==> src/rtl/button_event_pkg.sv <==
// Shared types for the button event classifier: FSM states and the event-strobe vector.
package button_event_pkg;

  typedef enum logic [2:0] {
    IDLE,
    P1,
    W2,
    P2,
    LONG
  } state_e;

  typedef logic [4:0] ev_t;

  localparam int unsigned EV_PRESS   = 0;
  localparam int unsigned EV_RELEASE = 1;
  localparam int unsigned EV_CLICK   = 2;
  localparam int unsigned EV_DBL     = 3;
  localparam int unsigned EV_LONG    = 4;

  function automatic logic is_held(input state_e s);
    return (s == P1) || (s == P2) || (s == LONG);
  endfunction

endpackage

==> src/rtl/event_timer.sv <==
// Saturating cycle counter with synchronous clear and two fixed-threshold compares.
module event_timer #(
  parameter int unsigned CNT_W      = 24,
  parameter int unsigned LONG_TICKS = 24'h2DC6C0,
  parameter int unsigned DBL_TICKS  = 24'h0F4240
) (
  input  logic clk,
  input  logic reset,
  input  logic clear_i,
  output logic long_hit_o,
  output logic dbl_hit_o
);

  logic [CNT_W-1:0] cnt_q, cnt_d;

  always_comb begin
    cnt_d = cnt_q;
    if (clear_i) begin
      cnt_d = '0;
    end else if (!(&cnt_q)) begin
      cnt_d = cnt_q + 1'b1;
    end
  end

  always_ff @(posedge clk) begin
    if (reset) begin
      cnt_q <= '0;
    end else begin
      cnt_q <= cnt_d;
    end
  end

  assign long_hit_o = (cnt_q == CNT_W'(LONG_TICKS - 1));
  assign dbl_hit_o  = (cnt_q == CNT_W'(DBL_TICKS - 1));

endmodule

==> src/rtl/button_event_classifier.sv <==
// Classifies a debounced button level into registered one-cycle press/release/click/
// double-click/long-press strobes plus a registered held flag.
module button_event_classifier
  import button_event_pkg::*;
#(
  parameter int unsigned CNT_W      = 24,
  parameter int unsigned LONG_TICKS = 24'h2DC6C0,
  parameter int unsigned DBL_TICKS  = 24'h0F4240
) (
  input  logic clk,
  input  logic reset,
  input  logic enable,
  input  logic level_in,
  output logic press_strb,
  output logic release_strb,
  output logic click_strb,
  output logic dbl_click_strb,
  output logic long_strb,
  output logic held
);

  logic   lvl_q;
  logic   rise, fall;
  state_e state_q, state_d;
  ev_t    ev_q, ev_d;
  logic   held_q;
  logic   timer_clr, long_hit, dbl_hit;

  assign rise = level_in & ~lvl_q;
  assign fall = ~level_in & lvl_q;

  // The rise edge itself is the first high sample, so the long compare sits one count
  // earlier than the window compare (which starts counting after the release edge).
  event_timer #(
    .CNT_W      (CNT_W),
    .LONG_TICKS (LONG_TICKS - 1),
    .DBL_TICKS  (DBL_TICKS)
  ) u_timer (
    .clk        (clk),
    .reset      (reset),
    .clear_i    (timer_clr),
    .long_hit_o (long_hit),
    .dbl_hit_o  (dbl_hit)
  );

  always_comb begin
    state_d = state_q;
    ev_d    = '0;
    if (enable) begin
      unique case (state_q)
        IDLE: begin
          if (rise) begin
            state_d        = P1;
            ev_d[EV_PRESS] = 1'b1;
          end
        end
        P1: begin
          if (fall) begin
            state_d          = W2;
            ev_d[EV_RELEASE] = 1'b1;
          end else if (long_hit) begin
            state_d       = LONG;
            ev_d[EV_LONG] = 1'b1;
          end
        end
        W2: begin
          // A rise on the expiry edge still counts as the second press.
          if (rise) begin
            state_d        = P2;
            ev_d[EV_PRESS] = 1'b1;
          end else if (dbl_hit) begin
            state_d        = IDLE;
            ev_d[EV_CLICK] = 1'b1;
          end
        end
        P2: begin
          if (fall) begin
            state_d          = IDLE;
            ev_d[EV_DBL]     = 1'b1;
            ev_d[EV_RELEASE] = 1'b1;
          end else if (long_hit) begin
            state_d        = LONG;
            ev_d[EV_CLICK] = 1'b1;
            ev_d[EV_LONG]  = 1'b1;
          end
        end
        LONG: begin
          if (fall) begin
            state_d          = IDLE;
            ev_d[EV_RELEASE] = 1'b1;
          end
        end
        default: state_d = IDLE;
      endcase
    end else begin
      state_d = IDLE;
    end
  end

  assign timer_clr = ~enable | (state_d != state_q);

  always_ff @(posedge clk) begin
    if (reset) begin
      lvl_q   <= 1'b0;
      state_q <= IDLE;
      ev_q    <= '0;
      held_q  <= 1'b0;
    end else begin
      lvl_q   <= level_in;
      state_q <= state_d;
      ev_q    <= ev_d;
      held_q  <= is_held(state_d);
    end
  end

  assign press_strb     = ev_q[EV_PRESS];
  assign release_strb   = ev_q[EV_RELEASE];
  assign click_strb     = ev_q[EV_CLICK];
  assign dbl_click_strb = ev_q[EV_DBL];
  assign long_strb      = ev_q[EV_LONG];
  assign held           = held_q;

endmodule

==> config.mk <==
export PLATFORM = sky130hd
export DESIGN_NAME = button_event_classifier
export DESIGN_NICKNAME = d
export VERILOG_FILES = /design/src/rtl/button_event_pkg.sv /design/src/rtl/event_timer.sv /design/src/rtl/button_event_classifier.sv
export SDC_FILE = /design/constraint.sdc
export NUM_CORES = 1
export LEC_CHECK = 0
export CAP_MARGIN = 40
export CORE_ASPECT_RATIO = 0.5
export CORE_MARGIN = 2
export CORE_UTILIZATION = 53
export CTS_CLUSTER_DIAMETER = 30
export DETAILED_ROUTE_END_ITERATION = 7
export MAX_ROUTING_LAYER = met4
export PLACE_DENSITY = 0.79
export SETUP_SLACK_MARGIN = 0.15
export SYNTH_ARGS = -nofsm -noshare
export SYNTH_HDL_FRONTEND = slang
export SYNTH_HIERARCHICAL = 1
export SYNTH_SLANG_ARGS = --single-unit
==> constraint.sdc <==
create_clock -name clk -period 2.95 [get_ports clk]
set_input_delay 0.59 -clock clk [delete_from_list [all_inputs] [get_ports clk]]
set_output_delay 0.59 -clock clk [all_outputs]
set_load 0.01 [all_outputs]
==> results by group <==
Run status
  – Outcome: finished clean

Floorplanning
  – Die ar.: 4090 um^2
  – Num rows: 15
  – # IOs: 10
  – Die H: 46.2 um
  – CORE AREA: around 3400 um^2
  – Die X: 88.4 um
  – Initial core utilization: 0.553

Worst setup path
  – Reg2reg setup slack: 0.25 ns
  – Worst path buffer plus inverter count: 1
  – Crit path arrival time: 2.92 ns
  – Worst-path cell with the longest stage delay: or4_1
  – Critical Path Max Stage Delay: between 0.5 and 0.6 ns
  – Setup CP Type: flop to flop
  – Crit-path cells: nor4_1 -> nand4b_1 -> nor4_2 -> buf_4 -> mux2i_1 -> o311ai_2 -> or3_1 -> or2_4 -> or4_1 -> o21ai_0
  – Crit path max-delay family: simple AND/OR/NAND/NOR gates
  – CP Max Fanout: 15
  – Critical Path RT: roughly 3.2 ns
  – R2R cell count: 10
  – Worst setup SP type: flop
  – RR Endpoint: u_timer/cnt_q[11]
  – Stages on worst setup path: 10
  – CP Capture Type: flop
  – Launching point of the worst reg2reg path: u_timer/cnt_q[8]

STA
  – Slew Limit Fails: 0
  – Post-route setup TNS: 0 ns
  – Endpoints failing hold: 0
  – Maximum operating frequency: 0.370 GHz
  – Final setup violation count: 0
  – Period utilisation layout: 0.916
  – Final Worst Setup Slack: 0.247 ns
  – Slew HR: 0.592
  – Worst-margin pin slew: 0.608 ns
  – Worst Skew: 0.00598 ns
  – RSZ-0062 raised after global routing: yes
  – Min cycle time layout: 2.70 ns

Yosys
  – Syn avg cell area: 8.75 um^2
  – Yosys reg bits: 34
  – Yosys top cell area share: 0.360
  – Top post-synthesis cells by count: 34 x dfxtp_1, 20 x a21oi_1, 20 x nand2_1, 13 x nand3_1, 9 x inv_1
  – Sequential share of the synthesized area: 0.360
  – Yosys cell types: roughly 50
  – Number of synthesized flops with an enable pin: 0
  – Async set-reset flop share out of synthesis: 0
  – Area leader, netlist: dfxtp_1
  – Synth Cell Area: 1890 um^2
  – Ys Warns: 6
  – Synth top area cells: dfxtp_1 36%, a21oi_1 5.3%, nand2_1 4.0%
  – Count leader, synth: dfxtp_1
  – Synthesized Nets: between 200 and 250
  – Post-synth top flop: dfxtp_1
  – Mapped Cells: 216

Clock network
  – H-tree depth: 2
  – Clock sinks: 34
  – CTS Buf Count: 5
  – Worst-skew pair later-pin latency: roughly 0.29 ns
  – CTS hold repair buffers: 0
  – CTS tree: done
  – Root buf cell: clkbuf_8
  – Clock Path Buffers: 2
  – Reg clk slew, reported paths: 0.07 ns

Power and ir drop
  – Power per cell area: 425 nW/um^2
  – Sw Pwr: 0.200 mW
  – Internal power: about 0.73 mW
  – Combinational power share: 0.046
  – Clock power frac: 0.452
  – Total power: 0.931 mW
  – P_leak: 0.714 nW
  – Worst vdd ir: approximately 0.3 mV
  – Sw Share: 0.215
  – Seq pwr share: 0.502

Routing
  – Via count: 1863
  – Initial DRC count: 184
  – Antenna viol nets, final: 0
  – Post-route DRC: 0
  – Post-DR vias/cell: 6.58
  – Total wire length: ~4500 um
  – DRT Pass-1 Iters: 5
  – WL/cell: approximately 16 um

GRT
  – Tot GR Track Use: 0.239
  – Pin count of the biggest net entering global routing: 17
  – Vias in the first global route: between 1500 and 2000
  – Global-route wire length before repair: 7130 um
  – GR Overflow Total: 0
  – Initial antenna violation count: 0

Flow run
  – Max cap viols: 0

Placed design
  – DP HPWL: 3190 um
  – GPL Wtd Cong: 0.975
  – I/O Buffers: 9
  – Pre-CTS setup slack: 0.0515 ns

Worst hold path
  – Hold path depth: 2
  – Hold Startpoint: u_timer/cnt_q[4]
  – Worst hold path type: flop to flop
  – Hold path endpoint: u_timer/cnt_q[4]

Final layout
  – # diodes: 0
  – Fillers: 284
  – Share of cells above drive strength 1: 0.159
  – Final Util: 0.641
  – Area Growth Syn to Fin: 15.8%
  – Final Net Count: approximately 240
## layer usage
metal  vias to the layer above  track usage  share of wire
met5                         -            -              0
met4                         0       0.0939          0.020
met3                        19       0.0681          0.092
met2                       109        0.359           0.46
met1                       855        0.307           0.43
li1                        880            -              -
## stage by stage
step / cell area, um^2 / instances / hold WS, ns
3_5_place_dp: 2050 / 275 / 0.504
5_1_grt: 2190 / 283 / 0.516
4_1_cts: 2160 / 283 / 0.513
6_report: 2190 / 283 / 0.496
2_1_floorplan: 1890 / 216 / 0.464
3_3_place_gp: 2050 / 275 / 0.493
## cell usage in the layout (no fill, tap or decap), types with 8 or more instances in the layout
cell type	Yosys	routed
nand3_1	13	13
a21oi_1	20	20
o31ai_1	8	8
or4_1	8	8
inv_1	9	8
o21ai_0	8	8
dfxtp_1	34	31
buf_4	1	8
clkdlybuf4s50_1	0	9
nor2_1	8	8
nand2_1	20	20
## layout make-up
cell class | count | area [um^2] | area share
multi-input cells | 164 | 1150 | 0.524
inverters | 9 | 33.8 | 0.0154
repair buffers | 17 | 150 | 0.0686
clock inverters | 3 | 40.0 | 0.0183
clock buffers | 5 | 68.8 | 0.0314
well taps | 51 | 63.8 | 0.0292
flip-flops and latches | 34 | 684 | 0.313
## sequential cells by signal (all words and copies together), names as in the netlist
name and cells:
u_timer/cnt_q 24, ev_q 5, state_q 3, held 1
lvl_q 1
## what timing repair did
| action | CTS | global route |
|---|---|---|
| setup buffers | 0 | 0 |
| gates resized for setup | 0 | 9 |
| setup endpoints to repair | 0 | 23 |
| endpoints found under the hold margin | 0 | 0 |
## cell families after synthesis
logic type | count (synthesis) | share of synthesized area
adder cells (fa/ha/maj) | 2 | 0.0132
multiplexers | 5 | 0.0265
AND/OR/NAND/NOR | 98 | 0.340
AO/OA/AOI/OAI | 59 | 0.212
flip-flops | 34 | 0.360
buffers and inverters | 18 | 0.0477
## worst min-delay path: stages, from the launching register on
cell	delay, ns
dfxtp_2	0.35
nand2_1	0.05
o21ai_0	0.06
## power groups by stage
stage	clock (mW)	combinational (mW)	sequential, mW
6_report	0.421	0.0426	0.468
5_1_grt	0.445	0.0463	0.468
3_5_place_dp	0	0.0409	0.478
4_1_cts	0.427	0.0411	0.468
3_3_place_gp	0	0.0395	0.478
2_1_floorplan	0	0.0251	0.476
## how the worst max path moves through the flow
stage	end	startpoint	slack, ns
after floorplan	u_timer/cnt_q[13]	u_timer/cnt_q[3]	0.17
after global placement	u_timer/cnt_q[11]	level_in	0.16
after detailed placement	u_timer/cnt_q[11]	level_in	0.05
after CTS	u_timer/cnt_q[11]	u_timer/cnt_q[1]	0.16
after global routing	u_timer/cnt_q[11]	u_timer/cnt_q[8]	0.12
final	u_timer/cnt_q[11]	u_timer/cnt_q[8]	0.25
No activity file was read; power rests on OpenSTA's default activity.
